===== src/rtl/recorder_pkg.sv =====
// Shared constants for the recorder transport controller: state encoding,
// default widths and the sample-rate divider helper.
package recorder_pkg;

    localparam int unsigned STATE_W = 2;

    typedef enum logic [STATE_W-1:0] {
        ST_IDLE      = 2'd0,
        ST_RECORD    = 2'd1,
        ST_PLAY      = 2'd2,
        ST_PLAY_WAIT = 2'd3
    } state_e;

    localparam int unsigned DEF_CLK_HZ    = 100_000_000;
    localparam int unsigned DEF_SAMPLE_HZ = 8_000;
    localparam int unsigned DEF_ADDR_W    = 16;
    localparam int unsigned DEF_SAMPLE_W  = 12;

    // Clock cycles per audio sample.
    function automatic int unsigned tick_div(input int unsigned clk_hz,
                                             input int unsigned sample_hz);
        return clk_hz / sample_hz;
    endfunction

endpackage


===== src/rtl/recorder_control_fsm_if.sv =====
// Sample-memory bus between the transport controller (master) and the memory (slave).
interface recorder_control_fsm_if
    import recorder_pkg::*;
#(
    parameter int unsigned ADDR_W   = DEF_ADDR_W,
    parameter int unsigned SAMPLE_W = DEF_SAMPLE_W
);
    logic [ADDR_W-1:0]   mem_addr;
    logic [SAMPLE_W-1:0] mem_wdata;
    logic                mem_we;
    logic                mem_re;
    logic [SAMPLE_W-1:0] mem_rdata;
    logic                mem_rvalid;

    modport master (
        output mem_addr, mem_wdata, mem_we, mem_re,
        input  mem_rdata, mem_rvalid
    );

    modport slave (
        input  mem_addr, mem_wdata, mem_we, mem_re,
        output mem_rdata, mem_rvalid
    );
endinterface


===== src/rtl/sample_tick_gen.sv =====
// Sample-rate divider: counts 0..DIV-1 while enabled and pulses tick on the wrap.
// The count is held at zero while disabled and restarts on clear.
module sample_tick_gen #(
    parameter int unsigned DIV = 10
) (
    input  logic clk,
    input  logic reset,
    input  logic clear_i,
    input  logic en_i,
    output logic tick_o
);
    localparam int unsigned     CNT_W   = $clog2(DIV);
    localparam logic [CNT_W-1:0] CNT_MAX = CNT_W'(DIV - 1);

    logic [CNT_W-1:0] cnt_q, cnt_d;

    assign tick_o = en_i && (cnt_q == CNT_MAX);

    // Next count: restart on clear, disable or wrap.
    always_comb begin
        cnt_d = cnt_q + CNT_W'(1);
        if (clear_i || !en_i || tick_o) begin
            cnt_d = '0;
        end
    end

    // Counter register.
    always_ff @(posedge clk) begin
        if (reset) begin
            cnt_q <= '0;
        end else begin
            cnt_q <= cnt_d;
        end
    end
endmodule


===== src/rtl/recorder_control_fsm.sv =====
// Recorder transport controller: turns debounced record/play/stop pulses into
// sample-rate memory writes (record) and memory-to-DAC streaming (playback).
// Optional build macro LOOP_PLAYBACK_EN: playback wraps to the first sample
// instead of stopping after the last one.
module recorder_control_fsm
    import recorder_pkg::*;
#(
    parameter int unsigned CLK_HZ    = DEF_CLK_HZ,
    parameter int unsigned SAMPLE_HZ = DEF_SAMPLE_HZ,
    parameter int unsigned ADDR_W    = DEF_ADDR_W,
    parameter int unsigned SAMPLE_W  = DEF_SAMPLE_W
) (
    input  logic                  clk,
    input  logic                  reset,
    input  logic                  rec_btn_i,
    input  logic                  play_btn_i,
    input  logic                  stop_btn_i,
    input  logic [SAMPLE_W-1:0]   adc_sample_i,
    recorder_control_fsm_if.master mem,
    output logic [SAMPLE_W-1:0]   dac_sample_o,
    output logic                  dac_valid_o,
    output logic [ADDR_W:0]       rec_len_o,
    output logic [STATE_W-1:0]    state_o
);
    localparam int unsigned      TICK_DIV  = tick_div(CLK_HZ, SAMPLE_HZ);
    localparam logic [ADDR_W-1:0] ADDR_LAST = '1;

    state_e              state_q, state_d;
    logic [ADDR_W-1:0]   addr_q, addr_d;
    logic [ADDR_W:0]     rec_len_q, rec_len_d;
    logic [SAMPLE_W-1:0] dac_sample_q, dac_sample_d;
    logic                dac_valid_q, dac_valid_d;
    logic [ADDR_W:0]     addr_inc;
    logic                tick, tick_clear, we_c, re_c;

    // Playback position widened so it compares directly against rec_len.
    assign addr_inc = {1'b0, addr_q} + (ADDR_W + 1)'(1);

    // The divider keeps running across PLAY <-> PLAY_WAIT so the playback rate
    // stays locked; it restarts only when recording begins (IDLE holds it at 0).
    assign tick_clear = (state_d == ST_RECORD) && (state_q != ST_RECORD);

    sample_tick_gen #(
        .DIV (TICK_DIV)
    ) u_tick (
        .clk     (clk),
        .reset   (reset),
        .clear_i (tick_clear),
        .en_i    (state_q != ST_IDLE),
        .tick_o  (tick)
    );

    // Next-state, datapath updates and memory strobes.
    always_comb begin
        state_d      = state_q;
        addr_d       = addr_q;
        rec_len_d    = rec_len_q;
        dac_sample_d = dac_sample_q;
        dac_valid_d  = 1'b0;
        we_c         = 1'b0;
        re_c         = 1'b0;
        unique case (state_q)
            ST_IDLE: begin
                if (stop_btn_i) begin
                    state_d = ST_IDLE;
                end else if (rec_btn_i) begin
                    state_d = ST_RECORD;
                    addr_d  = '0;
                end else if (play_btn_i && (rec_len_q != '0)) begin
                    state_d = ST_PLAY;
                    addr_d  = '0;
                end
            end
            ST_RECORD: begin
                // A write due this cycle completes even when the recording ends.
                if (tick) begin
                    we_c   = 1'b1;
                    addr_d = addr_q + ADDR_W'(1);
                end
                if (stop_btn_i || rec_btn_i || (tick && (addr_q == ADDR_LAST))) begin
                    state_d   = ST_IDLE;
                    rec_len_d = tick ? addr_inc : {1'b0, addr_q};
                end
            end
            ST_PLAY: begin
                if (stop_btn_i) begin
                    state_d = ST_IDLE;
                end else if (rec_btn_i) begin
                    state_d = ST_RECORD;
                    addr_d  = '0;
                end else if (tick) begin
                    re_c    = 1'b1;
                    state_d = ST_PLAY_WAIT;
                end
            end
            ST_PLAY_WAIT: begin
                // Ticks arriving here are dropped: the read has not returned yet.
                if (stop_btn_i) begin
                    state_d = ST_IDLE;
                end else if (rec_btn_i) begin
                    state_d = ST_RECORD;
                    addr_d  = '0;
                end else if (mem.mem_rvalid) begin
                    dac_sample_d = mem.mem_rdata;
                    dac_valid_d  = 1'b1;
                    addr_d       = addr_inc[ADDR_W-1:0];
                    state_d      = ST_PLAY;
                    if (addr_inc == rec_len_q) begin
`ifdef LOOP_PLAYBACK_EN
                        addr_d  = '0;
`else
                        state_d = ST_IDLE;
`endif
                    end
                end
            end
            default: state_d = ST_IDLE;
        endcase
    end

    // State and datapath registers.
    always_ff @(posedge clk) begin
        if (reset) begin
            state_q      <= ST_IDLE;
            addr_q       <= '0;
            rec_len_q    <= '0;
            dac_sample_q <= '0;
            dac_valid_q  <= 1'b0;
        end else begin
            state_q      <= state_d;
            addr_q       <= addr_d;
            rec_len_q    <= rec_len_d;
            dac_sample_q <= dac_sample_d;
            dac_valid_q  <= dac_valid_d;
        end
    end

    assign mem.mem_addr  = addr_q;
    assign mem.mem_wdata = we_c ? adc_sample_i : '0;
    assign mem.mem_we    = we_c;
    assign mem.mem_re    = re_c;
    assign dac_sample_o  = dac_sample_q;
    assign dac_valid_o   = dac_valid_q;
    assign rec_len_o     = rec_len_q;
    assign state_o       = state_q;
endmodule


===== src/flat_wrapper.sv =====
// flat-port wrapper written by rule: the top's interface ports become plain ports
module recorder_control_fsm_flat import recorder_pkg::*;
#(
    parameter int unsigned CLK_HZ    = DEF_CLK_HZ,
    parameter int unsigned SAMPLE_HZ = DEF_SAMPLE_HZ,
    parameter int unsigned ADDR_W    = DEF_ADDR_W,
    parameter int unsigned SAMPLE_W  = DEF_SAMPLE_W
)
  (clk, reset, rec_btn_i, play_btn_i, stop_btn_i, adc_sample_i, dac_sample_o, dac_valid_o, rec_len_o, state_o, mem_mem_addr, mem_mem_wdata, mem_mem_we, mem_mem_re, mem_mem_rdata, mem_mem_rvalid);
  recorder_control_fsm_if #(.ADDR_W(ADDR_W), .SAMPLE_W(SAMPLE_W)) mem_i ();
  input  logic clk;
  input  logic reset;
  input  logic rec_btn_i;
  input  logic play_btn_i;
  input  logic stop_btn_i;
  input  logic [SAMPLE_W-1:0] adc_sample_i;
  output logic [SAMPLE_W-1:0] dac_sample_o;
  output logic dac_valid_o;
  output logic [ADDR_W:0] rec_len_o;
  output logic [STATE_W-1:0] state_o;
  output wire logic [$bits(mem_i.mem_addr)-1:0] mem_mem_addr;
  output wire logic [$bits(mem_i.mem_wdata)-1:0] mem_mem_wdata;
  output wire logic [$bits(mem_i.mem_we)-1:0] mem_mem_we;
  output wire logic [$bits(mem_i.mem_re)-1:0] mem_mem_re;
  input wire logic [$bits(mem_i.mem_rdata)-1:0] mem_mem_rdata;
  input wire logic [$bits(mem_i.mem_rvalid)-1:0] mem_mem_rvalid;
  assign mem_mem_addr = mem_i.mem_addr;
  assign mem_mem_wdata = mem_i.mem_wdata;
  assign mem_mem_we = mem_i.mem_we;
  assign mem_mem_re = mem_i.mem_re;
  assign mem_i.mem_rdata = mem_mem_rdata;
  assign mem_i.mem_rvalid = mem_mem_rvalid;
  recorder_control_fsm #(.CLK_HZ(CLK_HZ), .SAMPLE_HZ(SAMPLE_HZ), .ADDR_W(ADDR_W), .SAMPLE_W(SAMPLE_W)) u_core (.clk(clk), .reset(reset), .rec_btn_i(rec_btn_i), .play_btn_i(play_btn_i), .stop_btn_i(stop_btn_i), .adc_sample_i(adc_sample_i), .mem(mem_i), .dac_sample_o(dac_sample_o), .dac_valid_o(dac_valid_o), .rec_len_o(rec_len_o), .state_o(state_o));
endmodule

===== config.mk =====
export PLATFORM = sky130hd
export DESIGN_NAME = recorder_control_fsm_flat
export DESIGN_NICKNAME = d
export VERILOG_FILES = /design/src/rtl/recorder_pkg.sv /design/src/rtl/recorder_control_fsm_if.sv /design/src/rtl/sample_tick_gen.sv /design/src/rtl/recorder_control_fsm.sv /design/src/flat_wrapper.sv
export SDC_FILE = /design/constraint.sdc
export NUM_CORES = 1
export LEC_CHECK = 0
export CAP_MARGIN = 15
export CORE_ASPECT_RATIO = 1.4
export CORE_MARGIN = 3
export CORE_UTILIZATION = 45
export DETAILED_ROUTE_END_ITERATION = 7
export PLACE_DENSITY = 0.74
export SETUP_SLACK_MARGIN = 0.4
export SLEW_MARGIN = 0
export SYNTH_ARGS = -nofsm -noshare
export SYNTH_HDL_FRONTEND = slang
export SYNTH_SLANG_ARGS = --single-unit
export TNS_END_PERCENT = 10

===== constraint.sdc =====
create_clock -name clk -period 2.5 [get_ports clk]
set_input_delay 0.25 -clock clk [delete_from_list [all_inputs] [get_ports clk]]
set_output_delay 0.25 -clock clk [all_outputs]
set_load 0.01 [all_outputs]

Word level (Yosys, flattened, before mapping)
Cells that the tools add are included.

storage, ports and cells
  register bits after elaboration = 62
  input port bits = 30
  output and inout bits = 62

cells by class
  add/sub/neg operators = 3
  eq/ne operators = 15
  muxes and demuxes = 30
  bitwise operators = 3
  reductions and logical operators = 17

operators with widths
  operator               count
  $mux 16                9
  $pmux 16 s4            1
  $mux 2                 11
  $add 16x1->17 const B  1
  $eq 17x17->1           1
  $mux 17                1
  $reduce_bool 17->1     1
  $add 16x1->16 const B  1
  $eq 16x16->1 const B   1
  $add 14x1->14 const B  1
  $eq 14x14->1 const B   1
  $mux 12                1
  $ne 2x2->1 const B     4
  $pmux 2 s4             1
  $reduce_and 7->1       1
  $mux 1                 6
  $eq 2x1->1 const B     2
  $eq 2x2->1 const B     2
  $logic_and 1x1->1      4
  $logic_or 1x1->1       4
  $ne 2x1->1 const B     2
  $reduce_and 4->1       1
  $reduce_or 4->1        1
  $ne 3x2->1 const B     1
  7 further kinds        9

Longest topological paths before layout
Gate-level depths: netlist of the first run.

  word-level depth = 12
  mapped depth = 9

Modules after synthesis
From an unflattened synthesis of the first run, not the netlist that was laid out.

unflattened totals
  cells, all modules = 453
  area, all modules = 3,819.9 um^2

by module, submodules not included
  module                instances  cells an instance  area an instance (um^2)
  recorder_control_fsm  1          383                3,174.3
  sample_tick_gen       1          70                 645.6

Least setup slack after synthesis of the first run
Ideal clock, no wire load.

  kind = register -> register
  from = register u_core.u_tick.cnt_q[0]
  to = register u_core.rec_len_q[10], in the netlist u_core.rec_len_o[10]
  library setup time = 0.146 ns
  arrival = 2.381 ns
  data required time = 2.354 ns
  path slack = -0.027 ns
  cell stages (with the launch flop) = 8
  buffers on the path = 1
  cell sequence = dfxtp_1 ha_1 or4b_1 nor4_2 or4b_4 a21oi_4 buf_2 a211oi_2

on the way
  word-level cells in the longest chain between the ends = 5

RTL lines
  item                               RTL line                     text
  start: declaration                 sample_tick_gen.sv:15        logic [CNT_W-1:0] cnt_q, cnt_d;
  start signal: assignment           sample_tick_gen.sv:32        cnt_q <= cnt_d;
  $eq 14x14->1 *                     sample_tick_gen.sv:17        assign tick_o = en_i && (cnt_q == CNT_MAX);
  $logic_and 1x1->1 *                sample_tick_gen.sv:17
  $logic_and 1x1->1                  recorder_control_fsm.sv:80   if (stop_btn_i || rec_btn_i || (tick && (addr_q == ADDR_LAST))) begin
  $logic_or 1x1->1                   recorder_control_fsm.sv:80
  $reduce_and 2->1 (no source line)  n/a
  end signal: assignment             recorder_control_fsm.sv:132  rec_len_q <= rec_len_d;
  end: declaration                   recorder_control_fsm.sv:30   logic [ADDR_W:0] rec_len_q, rec_len_d;

Mark *: on every way between the ends. The rest lies on a longest branch, timed or not.
A chain may end at the register's enable or synchronous reset.

Final worst setup path of the first run
  from = register u_core.u_tick.cnt_q[0]
  to = register u_core.addr_q[3], in the netlist u_core.mem.mem_addr[3]

on the way
  word-level cells in the longest chain between the ends = 4

RTL lines
  item                               RTL line                     text
  $eq 14x14->1                       sample_tick_gen.sv:17
  $logic_and 1x1->1                  sample_tick_gen.sv:17
  $ne 2x1->1 (no source line)        n/a
  $reduce_and 7->1 (no source line)  n/a
  end signal: assignment             recorder_control_fsm.sv:131  addr_q <= addr_d;
  end: declaration                   recorder_control_fsm.sv:29   logic [ADDR_W-1:0] addr_q, addr_d;

Every way passes these cells.

==> run_results.csv, run 1 <==
group,metric,value,unit
power,power.internal,0.00169,W
worst_setup_path,rr_startpoint,"u_core.u_tick.cnt_q[0]",
global_route,grt_remaining_overflow,0,
power,leakagePower,1.80,nW
clock_network,tritoncts,"yes",
clock_network,worst_skew_pair.late_latency,0.36,ns
route,route.detailed.wl_per_inst,16.1,um
logic_synthesis,ys_types,50,
logic_synthesis,synthesis.instances,460,
flow_run,drv_cap,0,
power,part_of_the_total_power_dissipated_in_the_clock_network,36.8,%
sta,setup_slack,-0.00633,ns
logic_synthesis,synth_seq_area_share,34.4,%
sta,layout_min_cycle_time,2.51,ns
worst_setup_path,worst_path_largest_cell_delay,0.48,ns
cells_and_area,utilization,67.6,%
worst_setup_path,critPathBufInv,4,
logic_synthesis,syn-num-nets,492,
worst_setup_path,critical_path_cell_by_cell,"ha_4, or4b_4, nor4_4, nor2b_4, buf_6, buf_6, buf_6, nand2b_4, buf_12, a41oi_2, a311oi_2",
logic_synthesis,synth-warning-count,0,
power,vdd_drop_max,0.301,mV
placement,post-dp-hpwl,7510,um
sta,final_count_of_negative_setup_slack_endpoints,1,
route,routed_wl,11000,um
worst_setup_path,cp_slowest_cell,"or4b_4",
min_path,worstHoldStart,"reset",
clock_network,longest_clk_path_bufs,2,
global_route,number_of_global_route_vias_before_repair,3711,
worst_setup_path,r2r_setup_slk,-0.006,ns
logic_synthesis,synth_edf_count,0,
min_path,min_path_cells,3,
sta,whs,0.261,ns
logic_synthesis,post_synth_top_flop,"dfxtp_1",
sta,setup_total_negative_slack,-0.00633,ns
power,comb_power_share,18.0,%
cells_and_area,final_common_cell,"clkdlybuf4s50_1",
logic_synthesis,synth_area_per_cell,7.85,um2
placement,gpl_wtd_cong,0.881,
sta,achievable-frequency,399,MHz
min_path,hold_class,"in -> reg",
sta,worst_pin_slew,0.634,ns
route,vias,3874,
clock_network,cts_root_buf,"clkbuf_8",
cells_and_area,area_added_between_synthesis_and_finish,46.1,%
global_route,grt_start_max_net_pins,49,
cells_and_area,final_layout_size_suffix_gt1_share,22.5,%
min_path,min_delay_endpoint,"u_core.u_tick.cnt_q[1]",
worst_setup_path,cell_mode_on_critical_path,"buf_6",
placement,placement.io_buffers,91,
floorplanning,core.rowCount,38,
global_route,grt_pass1_wl,17500,um
sta,final.period_utilization,100,%
clock_network,clock-sinks,62,
worst_setup_path,required,2.76,ns
clock_network,cts_made_buffers,9,
worst_setup_path,reg2regPathDepth,11,
clock_network,ctsHtreeMaxLevel,3,
route,avgViaCountPerCell,5.68,
floorplanning,die_w,81.7,um
power,seqPwrFrac,45.2,%
run_status,violations,"negative setup slack",
cells_and_area,layout.nets,609,
sta,final_hold_viol_count,0,
run_status,status,"finished with violations",
clock_network,cts.reportedPaths.clkPinSlew,0.07,ns
cells_and_area,fillers,634,
worst_setup_path,timing.critical_path.fanout_max,8,
worst_setup_path,start_kind,"register",
logic_synthesis,post_synth_instance_area,3610,um2
floorplanning,floorplan.core_area,7800,um2
route,post_detailed_route_drc_marker_count,0,
global_route,antenna_found_initial,0,
route,drtAntennaViolNets,0,
worst_setup_path,cp_top_family,"simple AND/OR/NAND/NOR gates",
sta,slew-limit-headroom,57.7,%
sta,finalClockSkew,0.00901,ns
floorplanning,floorplan.io_pins,92,
global_route,grt_use_total,24.6,%
cells_and_area,antenna_cells_inserted,0,
floorplanning,start_util,46.3,%
route,dr.first_iter.drc_count,240,
power,power_per_cell_area,448,nW/um2
clock_network,cts.hold.buffers_added,0,
worst_setup_path,type_of_the_setup_path_with_the_least_slack,"reg -> reg",
sta,setup_repair_after_global_routing_missed_its_margin,"true",
route,first_pass_iters,5,
power,swShare,28.4,%
logic_synthesis,share_of_flip_flops_with_an_asynchronous_set_or_reset,0,%
floorplanning,die-height,112,um
floorplanning,fp.dieArea,9150,um2
cells_and_area,top_library_cells_by_usage_in_the_layout_fill_and_taps_aside,"clkdlybuf4s50_1, dfxtp_1, nor2_1",
power,power.net_switching,0.000671,W
worst_setup_path,crit_path_end_kind,"register",
worst_setup_path,worst_r2r_endpoint,"u_core.mem.mem_addr[3]",
logic_synthesis,register_bit_total_from_synthesis,62,
sta,final-max-slew-violation-count,0,
worst_setup_path,cp_data_arrival_time,2.77,ns
through the flow:
| step | cell area (um2) | worst slack [ns] | total power [W] | std cells |
|---|---|---|---|---|
| detailed placement | 4860 | -0.0643 | 0.00149 | 656 |
| floorplan | 3660 | 0.236 | 0.00130 | 460 |
| finish | 5270 | -0.00633 | 0.00236 | 682 |
| CTS | 5160 | -0.0669 | 0.00237 | 678 |
| global placement | 4860 | 0.00970 | 0.00148 | 656 |
| global route | 5270 | -0.114 | 0.00246 | 682 |
flip-flops by register name, summed over array words and instances, names as in the netlist:
register             count
u_core.dac_sample_o     12
u_core.mem.mem_addr     16
u_core.rec_len_o        17
u_core.u_tick.cnt_q     14
u_core.dac_valid_o       1
u_core.state_o           2
cells in the mapped netlist (all sizes together) (2+ instances only):
cell / instances / area share [%]
nor2: 64 / 6.7
dfxtp: 62 / 34
nand2: 57 / 5.9
a21oi: 32 / 4.7
clkbuf: 32 / 3.3
xnor2: 31 / 7.5
a211oi: 20 / 6.1
nand3: 17 / 2.4
and2: 15 / 2.6
a311oi: 14 / 3.4
xor2: 13 / 3.2
o21ai: 11 / 1.5
a31oi: 8 / 1.4
nand2b: 8 / 1.4
nand4: 8 / 1.4
and3: 6 / 1.0
inv: 6 / 0.62
nor4: 6 / 1.2
buf: 5 / 0.83
nor3: 5 / 0.69
and4: 3 / 0.73
mux2i: 3 / 0.83
nor2b: 3 / 0.52
or3: 3 / 0.52
or4: 3 / 0.62
or4b: 3 / 0.94
ha: 2 / 0.69
nand3b: 2 / 0.42
nand4b: 2 / 0.49
o221ai: 2 / 0.66
o41ai: 2 / 0.49
or2: 2 / 0.35
area by class of cell:
cell class,instances,area [um2],area share [%]
clock buffers,10,128,2.42
repair buffers,143,1360,25.8
multi-input cells,355,2330,44.2
well taps,100,125,2.37
inverters,6,22.5,0.427
flip-flops and latches,62,1240,23.6
clock inverters,6,62.6,1.19
kinds of logic (layout without fill, tap and decap cells):
group | Yosys count | after routing | share of synthesized area (%)
simple gates | 209 | 209 | 28.4
compound gates | 97 | 97 | 20.3
flops | 62 | 62 | 34.4
xor+xnor | 44 | 44 | 10.7
buf+inv | 43 | 165 | 4.78
mux | 3 | 3 | 0.832
fa+ha+maj | 2 | 2 | 0.693
worst max path at each step:
stage | cells after the start | from | slack [ns] | end
2_1_floorplan | 8 | u_core.u_tick.cnt_q[1] | 0.24 | u_core.rec_len_o[15]
3_3_place_gp | 7 | u_core.u_tick.cnt_q[1] | 0.01 | mem_mem_wdata[8]
3_5_place_dp | 7 | u_core.u_tick.cnt_q[1] | -0.06 | mem_mem_wdata[9]
4_1_cts | 8 | u_core.u_tick.cnt_q[1] | -0.07 | mem_mem_wdata[8]
5_1_grt | 11 | u_core.u_tick.cnt_q[0] | -0.11 | u_core.mem.mem_addr[3]
6_report | 11 | u_core.u_tick.cnt_q[0] | -0.006 | u_core.mem.mem_addr[3]
worst reg2reg max path: stages, from the launching register on:
cell and delay [ns]:
dfxtp_2 0.36, ha_4 0.13, or4b_4 0.48, nor4_4 0.23, nor2b_4 0.22, buf_6 0.11, buf_6 0.12, buf_6 0.09
nand2b_4 0.14, buf_12 0.14, a41oi_2 0.13, a311oi_2 0.27
repair_timing:
item | 4_1_cts | 5_1_grt
gates cloned | 1 | 0
setup endpoints to repair | 62 | 61
pin swaps | 18 | 12
setup buffers | 5 | 4
resized for setup | 72 | 16
power groups by stage:
stage               Sequential, W  Clock [W]  Combinational, W
floorplan                 0.00109          0          0.000204
global placement          0.00109          0          0.000394
detailed placement        0.00109          0          0.000398
CTS                       0.00107   0.000885          0.000416
global route              0.00107   0.000928          0.000460
finish                    0.00107   0.000871          0.000425
layer usage:
| metal | up-vias | routed length [um] | track usage, % |
|---|---|---|---|
| met5 | - | 0 | 0 |
| met4 | 0 | 376 | 10.8 |
| met3 | 36 | 790 | 7.28 |
| met2 | 181 | 5460 | 40.4 |
| met1 | 1803 | 4380 | 29.3 |
| li1 | 1854 | - | - |
No activity file was read; power rests on OpenSTA's default activity.
==> inputs of run 2 (changes only) <==
Settings changed: GPL_TIMING_DRIVEN set to 1.
==> results of run 2 <==
Same layout as run 1: the final DEF is identical, and so are final timing and power.
==> inputs of run 3 (changes only) <==
Settings changed: CTS_CLUSTER_DIAMETER set to 40.
==> results of run 3 <==
Same layout as run 1: the final DEF is identical, and so are final timing and power.
